--- src/rtl/rs232_avm_pkg.sv ---
// Shared definitions for the RS232 Avalon-MM responder: register map,
// STATUS bit positions, widths and the bus FSM state type.
// Optional feature macro used by the top: RS232_AVM_ERR_EN.
package rs232_avm_pkg;

    localparam int unsigned ADDR_W = 5;
    localparam int unsigned DATA_W = 32;
    localparam int unsigned BYTE_W = 8;

    localparam logic [ADDR_W-1:0] RX_BASE     = 5'd0;
    localparam logic [ADDR_W-1:0] TX_BASE     = 5'd4;
    localparam logic [ADDR_W-1:0] STATUS_BASE = 5'd8;

    localparam int unsigned TX_OK_BIT  = 6;
    localparam int unsigned RX_OK_BIT  = 7;
    localparam int unsigned TX_OVF_BIT = 8;
    localparam int unsigned RX_UDF_BIT = 9;

    typedef enum logic {
        S_IDLE = 1'b0,
        S_ACK  = 1'b1
    } bus_state_e;

endpackage

--- src/rtl/rs232_avm_responder_byte_fifo.sv ---
// Small synchronous byte FIFO with registered occupancy count.
// Ports: clk, rst (sync, active-high); push/push_data write side; pop read
// side; full/empty/count status; head is the byte at the read pointer.
// DEPTH must be a power of two (pointers wrap by natural overflow).
module byte_fifo #(
    parameter int unsigned DEPTH = 4,
    localparam int unsigned PTR_W = $clog2(DEPTH),
    localparam int unsigned CNT_W = $clog2(DEPTH) + 1
) (
    input  logic             clk,
    input  logic             rst,
    input  logic             push,
    input  logic [7:0]       push_data,
    input  logic             pop,
    output logic             full,
    output logic             empty,
    output logic [7:0]       head,
    output logic [CNT_W-1:0] count
);

    logic [7:0]       mem [DEPTH];
    logic [PTR_W-1:0] wr_ptr;
    logic [PTR_W-1:0] rd_ptr;
    logic             do_push;
    logic             do_pop;

    assign full    = (count == CNT_W'(DEPTH));
    assign empty   = (count == '0);
    assign head    = mem[rd_ptr];
    assign do_push = push && !full;
    assign do_pop  = pop && !empty;

    // Storage and pointers; memory is cleared so head reads 0 out of reset.
    always_ff @(posedge clk) begin
        if (rst) begin
            wr_ptr <= '0;
            rd_ptr <= '0;
            count  <= '0;
            for (int i = 0; i < int'(DEPTH); i++) begin
                mem[i] <= '0;
            end
        end else begin
            if (do_push) begin
                mem[wr_ptr] <= push_data;
                wr_ptr      <= wr_ptr + PTR_W'(1);
            end
            if (do_pop) begin
                rd_ptr <= rd_ptr + PTR_W'(1);
            end
            case ({do_push, do_pop})
                2'b10:   count <= count + CNT_W'(1);
                2'b01:   count <= count - CNT_W'(1);
                default: count <= count;
            endcase
        end
    end

endmodule

--- src/rtl/rs232_avm_responder.sv ---
// Avalon-MM slave modelling a UART register window (RX at 0, TX at 4,
// STATUS at 8) backed by an RX byte FIFO fed from a stream and a TX byte
// FIFO drained to a stream. Each bus access takes one wait state plus one
// data cycle.
// Ports: avm_clk/avm_rst (sync, active-high); avm_* Avalon-MM slave;
// rx_valid/rx_data/rx_ready inbound byte stream; tx_valid/tx_data/tx_ready
// outbound byte stream.
// Optional macro RS232_AVM_ERR_EN adds sticky TX-overflow (bit 8) and
// RX-underflow (bit 9) flags in STATUS, cleared by a STATUS read.
module rs232_avm_responder
    import rs232_avm_pkg::*;
#(
    parameter int unsigned FIFO_DEPTH = 4
) (
    input  logic        avm_clk,
    input  logic        avm_rst,
    input  logic [4:0]  avm_address,
    input  logic        avm_read,
    output logic [31:0] avm_readdata,
    input  logic        avm_write,
    input  logic [31:0] avm_writedata,
    output logic        avm_waitrequest,
    input  logic        rx_valid,
    input  logic [7:0]  rx_data,
    output logic        rx_ready,
    output logic        tx_valid,
    output logic [7:0]  tx_data,
    input  logic        tx_ready
);

    localparam int unsigned CNT_W = $clog2(FIFO_DEPTH) + 1;

    bus_state_e       state;
    logic             acc_rx_rd;
    logic             acc_tx_wr;
    logic [7:0]       wr_byte;
    logic [CNT_W-1:0] rx_count_q;
    logic [CNT_W-1:0] tx_count_q;

    logic             rx_full, rx_empty, tx_full, tx_empty;
    logic [7:0]       rx_head;
    logic [CNT_W-1:0] rx_count, tx_count;
    logic             rx_push, rx_pop, tx_push, tx_pop;
    logic [31:0]      status_word;
    logic [31:0]      read_mux;

    // Only the low byte of write data carries payload.
    logic unused_wdata;
    assign unused_wdata = ^avm_writedata[31:8];

    assign rx_ready = !rx_full;
    assign tx_valid = !tx_empty;
    assign rx_push  = rx_valid && rx_ready;
    assign tx_pop   = tx_valid && tx_ready;

    // Side effects commit in S_ACK using the occupancy captured in S_IDLE.
    assign rx_pop  = (state == S_ACK) && acc_rx_rd && (rx_count_q != '0);
    assign tx_push = (state == S_ACK) && acc_tx_wr && (tx_count_q != CNT_W'(FIFO_DEPTH));

    byte_fifo #(.DEPTH(FIFO_DEPTH)) u_rx_fifo (
        .clk       (avm_clk),
        .rst       (avm_rst),
        .push      (rx_push),
        .push_data (rx_data),
        .pop       (rx_pop),
        .full      (rx_full),
        .empty     (rx_empty),
        .head      (rx_head),
        .count     (rx_count)
    );

    byte_fifo #(.DEPTH(FIFO_DEPTH)) u_tx_fifo (
        .clk       (avm_clk),
        .rst       (avm_rst),
        .push      (tx_push),
        .push_data (wr_byte),
        .pop       (tx_pop),
        .full      (tx_full),
        .empty     (tx_empty),
        .head      (tx_data),
        .count     (tx_count)
    );

`ifdef RS232_AVM_ERR_EN
    logic acc_status_rd;
    logic tx_ovf;
    logic rx_udf;
    logic ovf_evt;
    logic udf_evt;
    logic err_clr;

    assign ovf_evt = (state == S_ACK) && acc_tx_wr && (tx_count_q == CNT_W'(FIFO_DEPTH));
    assign udf_evt = (state == S_ACK) && acc_rx_rd && (rx_count_q == '0);
    assign err_clr = (state == S_ACK) && acc_status_rd;

    // Sticky error flags; a new event wins over the read-clear.
    always_ff @(posedge avm_clk) begin
        if (avm_rst) begin
            tx_ovf        <= 1'b0;
            rx_udf        <= 1'b0;
            acc_status_rd <= 1'b0;
        end else begin
            if (ovf_evt) begin
                tx_ovf <= 1'b1;
            end else if (err_clr) begin
                tx_ovf <= 1'b0;
            end
            if (udf_evt) begin
                rx_udf <= 1'b1;
            end else if (err_clr) begin
                rx_udf <= 1'b0;
            end
            if (state == S_IDLE) begin
                acc_status_rd <= avm_read && (avm_address == STATUS_BASE);
            end else begin
                acc_status_rd <= 1'b0;
            end
        end
    end
`endif

    // STATUS word as seen in the S_IDLE cycle of an access.
    always_comb begin
        status_word            = '0;
        status_word[RX_OK_BIT] = !rx_empty;
        status_word[TX_OK_BIT] = !tx_full;
`ifdef RS232_AVM_ERR_EN
        status_word[TX_OVF_BIT] = tx_ovf;
        status_word[RX_UDF_BIT] = rx_udf;
`endif
    end

    always_comb begin
        read_mux = '0;
        if (avm_address == RX_BASE) begin
            read_mux = rx_empty ? 32'd0 : {24'd0, rx_head};
        end else if (avm_address == STATUS_BASE) begin
            read_mux = status_word;
        end
    end

    // Bus FSM: S_IDLE latches the access and read data, S_ACK releases the master.
    always_ff @(posedge avm_clk) begin
        if (avm_rst) begin
            state           <= S_IDLE;
            avm_waitrequest <= 1'b1;
            avm_readdata    <= '0;
            acc_rx_rd       <= 1'b0;
            acc_tx_wr       <= 1'b0;
            wr_byte         <= '0;
            rx_count_q      <= '0;
            tx_count_q      <= '0;
        end else begin
            case (state)
                S_IDLE: begin
                    avm_waitrequest <= 1'b1;
                    if (avm_read || avm_write) begin
                        state           <= S_ACK;
                        avm_waitrequest <= 1'b0;
                        // Read wins when both strobes are high.
                        acc_rx_rd       <= avm_read && (avm_address == RX_BASE);
                        acc_tx_wr       <= !avm_read && avm_write && (avm_address == TX_BASE);
                        wr_byte         <= avm_writedata[7:0];
                        rx_count_q      <= rx_count;
                        tx_count_q      <= tx_count;
                        avm_readdata    <= avm_read ? read_mux : 32'd0;
                    end
                end
                S_ACK: begin
                    state           <= S_IDLE;
                    avm_waitrequest <= 1'b1;
                    acc_rx_rd       <= 1'b0;
                    acc_tx_wr       <= 1'b0;
                end
                default: begin
                    state           <= S_IDLE;
                    avm_waitrequest <= 1'b1;
                end
            endcase
        end
    end

endmodule

--- config.mk ---
export PLATFORM = sky130hd
export DESIGN_NAME = rs232_avm_responder
export DESIGN_NICKNAME = d
export VERILOG_FILES = /design/src/rtl/rs232_avm_pkg.sv /design/src/rtl/rs232_avm_responder_byte_fifo.sv /design/src/rtl/rs232_avm_responder.sv
export SDC_FILE = /design/constraint.sdc
export NUM_CORES = 1
export LEC_CHECK = 0
export BUFFER_PORTS_ARGS = -buffer_cell sky130_fd_sc_hd__buf_2
export CORE_ASPECT_RATIO = 1.1
export CORE_MARGIN = 2
export CORE_UTILIZATION = 62
export CTS_BUF_LIST = sky130_fd_sc_hd__clkbuf_8
export CTS_CLUSTER_DIAMETER = 80
export DETAILED_ROUTE_END_ITERATION = 8
export MAX_ROUTING_LAYER = met4
export PLACE_DENSITY = 0.88
export SYNTH_ARGS = -nofsm -noshare
export SYNTH_HDL_FRONTEND = slang
export SYNTH_HIERARCHICAL = 1
export SYNTH_SLANG_ARGS = --single-unit
--- constraint.sdc ---
create_clock -name avm_clk -period 6.4 [get_ports avm_clk]
set_input_delay 1.28 -clock avm_clk [delete_from_list [all_inputs] [get_ports avm_clk]]
set_output_delay 1.28 -clock avm_clk [all_outputs]
set_load 0.005 [all_outputs]
; Word-level counts from Yosys, hierarchy flattened
; Memory sizes are Yosys's and may differ from the RTL's. A register that Yosys moved wholly into a read port is not among the register bits.
; Index checks and enable logic that the tools add are counted.
[totals]
register_bits = 64
ram_bits = 64
input_bits = 51
memories = 2
[classes]
add_sub_neg = 8
eq_ne = 10
muxes = 32
bitwise_logic = 1
n_reduce_logical = 28
[mem_list]
columns = memory, depth, word_bits, read_ports, rd_clocked_by_memory_dff, wr, line
row1 = u_rx_fifo.mem, 4, 8, 1, 1, 4, rs232_avm_responder_byte_fifo.sv:21  ; logic [7:0] mem [DEPTH];
row2 = u_tx_fifo.mem, 4, 8, 1, 1, 4, rs232_avm_responder_byte_fifo.sv:21
[op_table]
columns = op, n
row1 = two-way mux 8 bit, 5
row2 = two-way mux 32 bit, 1
row3 = OR reduction 8 bit, 2
row4 = two-way mux 1 bit, 14
row5 = logical AND 1 bit, 13
row6 = two-way mux 2 bit, 6
row7 = case mux 3 bit (2 select lines), 2
row8 = adder 2 x 1 -> 2 bit (second input constant), 4
row9 = case mux 1 bit (2 select lines), 4
row10 = adder 3 x 1 -> 3 bit (second input constant), 2
row11 = equality test 3 bit (second input constant), 2
row12 = logical NOT 3 bit, 2
row13 = subtractor 3 x 1 -> 3 bit (second input constant), 2
row14 = equality test 5 x 3 -> 1 bit (second input constant), 1
row15 = equality test 5 x 4 -> 1 bit (second input constant), 1
row16 = logical NOT 1 bit, 5
row17 = logical NOT 5 bit, 1
row18 = equality test 2 x 1 -> 1 bit (second input constant), 2
row19 = equality test 2 bit (second input constant), 2
row20 = nonzero test 2 bit, 2
row21 = != test 3 bit (second input constant), 1
row22 = nonzero test 3 bit, 1
row23 = != test 2 bit (second input constant), 1
row24 = AND reduction 2 bit, 1
row25 = 2 further kinds, 2

; Longest topological paths before layout
[logic_depth]
word_depth = 9
ltp_mapped = 12

; Hierarchy
; The synthesis kept the hierarchy.
[modules_own_cells]
columns = mod, instances, cells_per_inst, area_per_inst_um2
row1 = byte_fifo, 2, 131, 1869.3
row2 = rs232_avm_responder, 1, 150, 1201.2

; Worst setup path after synthesis
; No wires, ideal clock.
[synth_path]
kind = input-to-reg
from = input port rx_valid
to = register u_rx_fifo.count[2]
setup_time_ns = 0.071
t_arrival_ns = 2.891
required_time_ns = 6.329
setup_slack_ns = 3.438
cell_stages = 10
n_path_buf = 0
path_cell_list = nor2b_1 -> inv_1 -> nor2_1 -> inv_1 -> ha_1 -> inv_1 -> fa_1 -> xor2_1 -> or3_1 -> a21oi_1
[synth_between]
elab_chain_cells = 4
[synth_lines]
columns = element, line
row1 = from (decl), rs232_avm_responder.sv:23  ; input logic rx_valid,
row2 = logical AND 1 bit (*), rs232_avm_responder.sv:53  ; assign rx_push = rx_valid && rx_ready;
row3 = logical AND 1 bit (*), rs232_avm_responder_byte_fifo.sv:30  ; assign do_push = push && !full;
row4 = equality test 2 x 1 -> 1 bit or equality test 2 bit (tied branches), rs232_avm_responder_byte_fifo.sv:50  ; case ({do_push, do_pop})
row5 = case mux 3 bit (2 select lines) or nonzero test 2 bit (tied branches), n/a
row6 = to (signal assigned), rs232_avm_responder_byte_fifo.sv:51  ; 2'b10: count <= count + CNT_W'(1);
row7 = to (signal assigned), rs232_avm_responder_byte_fifo.sv:52  ; 2'b01: count <= count - CNT_W'(1);
row8 = to (signal assigned), rs232_avm_responder_byte_fifo.sv:53  ; default: count <= count;
row9 = to (decl), rs232_avm_responder_byte_fifo.sv:18  ; output logic [CNT_W-1:0] count
; Every way passes the cells marked *; elsewhere a longest branch is shown, timed or not.
; A chain may end at the register's enable or synchronous reset.

; Worst setup path in the final report
[layout_path]
from = register u_rx_fifo.count[2]
to = register u_rx_fifo.count[2]
[layout_between]
elab_chain_cells = 6
[layout_lines]
columns = element, line
row1 = equality test 3 bit (*), rs232_avm_responder_byte_fifo.sv:27  ; assign full = (count == CNT_W'(DEPTH));
row2 = named net rx_full, rs232_avm_responder.sv:40  ; logic rx_full, rx_empty, tx_full, tx_empty;
row3 = logical NOT 1 bit (*), rs232_avm_responder.sv:51  ; assign rx_ready = !rx_full;
row4 = logical AND 1 bit (*), rs232_avm_responder.sv:53
row5 = named net rx_push, rs232_avm_responder.sv:43  ; logic rx_push, rx_pop, tx_push, tx_pop;
row6 = logical AND 1 bit (*), rs232_avm_responder_byte_fifo.sv:30
row7 = equality test 2 x 1 -> 1 bit or equality test 2 bit (tied branches), rs232_avm_responder_byte_fifo.sv:50
row8 = case mux 3 bit (2 select lines) or nonzero test 2 bit (tied branches), n/a
; Mark *: on every way through the listed nets, which the timed path passes. The rest lies on a longest branch.

==> results.sh <==
export IMPL_status="finished, final reports clean"
export IMPL_cts_root_buf="clkbuf_8"
export IMPL_ys_ff_latch=108
export IMPL_pwr_density_cell_mw_per_mm2=241
export IMPL_area_growth_pct=8.28
export IMPL_rsz0062_at_grt="false"
export IMPL_comb_power_share=0.067
export IMPL_setup_violations=0
export IMPL_dieHeight_um=97.6
export IMPL_r2r_start="u_rx_fifo/count[2]"
export IMPL_grt_max_degree=57
export IMPL_cp_slowest_cell="nor3b_2"
export IMPL_pin_count=94
export IMPL_via_per_inst=5.31
export IMPL_syn_inst=412
export IMPL_internal_power_mw=0.984
export IMPL_cts_buffers_inserted=9
export IMPL_synth_warnings=6
export IMPL_drv_cap=0
export IMPL_final_cell_mix="64 x and2_1, 64 x edfxtp_1, 45 x buf_2, 44 x dfxtp_1, 43 x nand2_1"
export IMPL_num_vias=3012
export IMPL_ir_drop_v=0.000203
export IMPL_die_width_um=89.1
export IMPL_first_global_vias=2914
export IMPL_hold_violations=0
export IMPL_slew_viol_final=0
export IMPL_cts_max_path_buffers=2
export IMPL_cp_slowest_stage_delay_ns=0.78
export IMPL_routabilityCongestion=0.774
export IMPL_place_hpwl_mm=6.07
export IMPL_place_inst=551
export IMPL_grt_pass1_wl_mm=13.7
export IMPL_worst_path_most_repeated_cell="inv_1"
export IMPL_cp_cell_sequence="nor3b_2 > nor2b_1 > inv_1 > nor2_1 > inv_1 > ha_1 > inv_1 > fa_1 > xor2_1 > or3_1 > a21oi_1"
export IMPL_wl_mm=8.33
export IMPL_cts_tree="done"
export IMPL_swShare=0.236
export IMPL_setup_worst_path_start="u_rx_fifo/count[2]"
export IMPL_relSlewSlack=0.173
export IMPL_synth_enable_flop_cells=64
export IMPL_postSynthAreaPerCell_um2=12.0
export IMPL_worst_ep_required_time_ns=6.70
export IMPL_synth_area_mm2=0.00494
export IMPL_dr_pass1_iters=4
export IMPL_ys_flop_type="edfxtp_1"
export IMPL_cts_hold_buf=0
export IMPL_worst_path_buf_inv=3
export IMPL_worst_slew_pin_slew_ns=1.23
export IMPL_post_cts_buffers=0
export IMPL_antenna_left=0
export IMPL_clock_sinks=108
export IMPL_skew_ns=0.0133
export IMPL_min_from="avm_readdata[2]"
export IMPL_antenna_found_initial=0
export IMPL_drt_initial_drc_count=174
export IMPL_drc=0
export IMPL_path_delay_family="simple AND/OR/NAND/NOR gates"
export IMPL_initial_core_util=0.631
export IMPL_crit_arrival_ns=3.38
export IMPL_fin_util=0.683
export IMPL_power_mw=1.29
export IMPL_post_cts_resized=0
export IMPL_fin_cells=567
export IMPL_fin_crit_ns=3.09
export IMPL_setup_worst_path_end_class="register"
export IMPL_num_rows=34
export IMPL_grt_overflow_total=0
export IMPL_layout_drive_gt1_share=0.211
export IMPL_min_path_type="register to register"
export IMPL_synthDistinctLibCells=41
export IMPL_ys_seq_area_frac=0.567
export IMPL_port_buffers=45
export IMPL_seq_power_share=0.604
export IMPL_track_usage=0.212
export IMPL_die_area_mm2=0.00870
export IMPL_diodes=0
export IMPL_finalNetCount=509
export IMPL_clkPwrFrac=0.329
export IMPL_clk_latency_ns=0.37
export IMPL_clkTransAtPathRegs_ns=0.10
export IMPL_nFillCells=585
export IMPL_period_share=0.482
export IMPL_worst_path_max_fanout=12
export IMPL_h_tree_depth=3
export IMPL_leakage_nw=2.02
export IMPL_fin_tns_setup_ns=0
export IMPL_crit_type="register to register"
export IMPL_async_flop_share=0
export IMPL_start_kind="register"
export IMPL_wire_per_inst_um=14.7
export IMPL_p_sw_mw=0.304
export IMPL_fmax_mhz=324
export IMPL_core_mm2=0.00783
-- cells in the mapped netlist, types with 2 or more instances --
cell | instances | share of area
and2_1 | 64 | 0.081
edfxtp_1 | 64 | 0.39
dfxtp_1 | 44 | 0.18
nand2_1 | 43 | 0.033
a21oi_1 | 30 | 0.030
buf_4 | 24 | 0.036
nor2_1 | 19 | 0.014
inv_1 | 18 | 0.014
mux4_2 | 16 | 0.073
nand4_1 | 8 | 0.010
o21ai_0 | 8 | 0.0081
buf_2 | 6 | 0.0061
or3_1 | 6 | 0.0076
xor2_1 | 6 | 0.011
clkbuf_1 | 5 | 0.0038
nor3_1 | 4 | 0.0041
nor4_4 | 4 | 0.017
o31ai_1 | 4 | 0.0061
nand2b_1 | 3 | 0.0038
nor2b_1 | 3 | 0.0038
a21o_1 | 2 | 0.0030
a21oi_2 | 2 | 0.0035
a31o_1 | 2 | 0.0035
buf_1 | 2 | 0.0015
buf_6 | 2 | 0.0046
fa_1 | 2 | 0.0081
ha_1 | 2 | 0.0051
nor3_2 | 2 | 0.0041
nor3b_2 | 2 | 0.0051
nor4b_2 | 2 | 0.0061
o21ba_2 | 2 | 0.0041
or3_4 | 2 | 0.0046
-- worst paths after layout --
check	to	slack, ns	depth (start not counted)
setup / recovery	u_rx_fifo/count[2]	3.31	11
hold / removal	avm_readdata[2]	0.46	2
setup reg to reg	u_rx_fifo/count[2]	3.31	11
hold reg to reg	avm_readdata[2]	0.46	2
-- stage by stage --
step           worst slack, ns  hold WS [ns]  area (um2)
6_report                  3.31         0.459        5350
5_1_grt                   2.96         0.481        5350
4_1_cts                   3.29         0.463        5350
3_5_place_dp              3.11         0.449        5140
3_3_place_gp              3.17         0.443        5140
2_1_floorplan             3.44         0.436        5030
-- power groups by stage --
| stage | registers (mW) | logic, mW | clock network, mW |
|---|---|---|---|
| global route | 0.782 | 0.0969 | 0.455 |
| global placement | 0.792 | 0.0834 | 0 |
| CTS | 0.779 | 0.0869 | 0.433 |
| floorplan | 0.789 | 0.0698 | 0 |
| detailed placement | 0.795 | 0.0864 | 0 |
| finish | 0.778 | 0.0861 | 0.423 |
-- state kept, by name, indices dropped and copies added (netlist names), named ones only --
name,count
acc_rx_rd,1
u_rx_fifo/wr_ptr,2
u_rx_fifo/rd_ptr,2
avm_readdata,8
acc_tx_wr,1
u_tx_fifo/rd_ptr,2
u_tx_fifo/count,3
u_tx_fifo/wr_ptr,2
avm_waitrequest,1
tx_count_q,3
state,1
u_rx_fifo/count,3
u_tx_fifo/mem,32
u_rx_fifo/mem,32
rx_count_q,3
wr_byte,8
-- per-layer routing --
metal,track usage,routed length [um],vias to the layer above
met4,0.0654,68,0
met5,-,0,-
met3,0.0391,297,7
met2,0.372,4690,56
li1,-,-,1484
met1,0.241,3270,1465
-- worst reg2reg max path: stages, from the launching register on --
cell and delay [ns]:
dfxtp_1 0.42, nor3b_2 0.78, nor2b_1 0.13, inv_1 0.26
nor2_1 0.13, inv_1 0.10, ha_1 0.18, inv_1 0.06
fa_1 0.37, xor2_1 0.16, or3_1 0.30, a21oi_1 0.14
-- layout make-up --
cell class	instances	area (um2)	share of cell area
Multi-Input combinational cell	270	1900	0.355
Timing Repair Buffer	47	240	0.0449
Clock buffer	9	124	0.0232
Clock inverter	7	82.6	0.0154
Sequential cell	108	2800	0.524
Inverter	18	67.6	0.0126
Tap cell	108	135	0.0253
-- kinds of logic after synthesis --
group / share of synthesized area
AO/OA/AOI/OAI: 0.0702
buffers and inverters: 0.0661
other: 0.000759
XOR/XNOR: 0.0106
adder cells (fa/ha/maj): 0.0132
flip-flops: 0.567
AND/OR/NAND/NOR: 0.199
multiplexers: 0.0729
(Power assumes the default switching activity.)
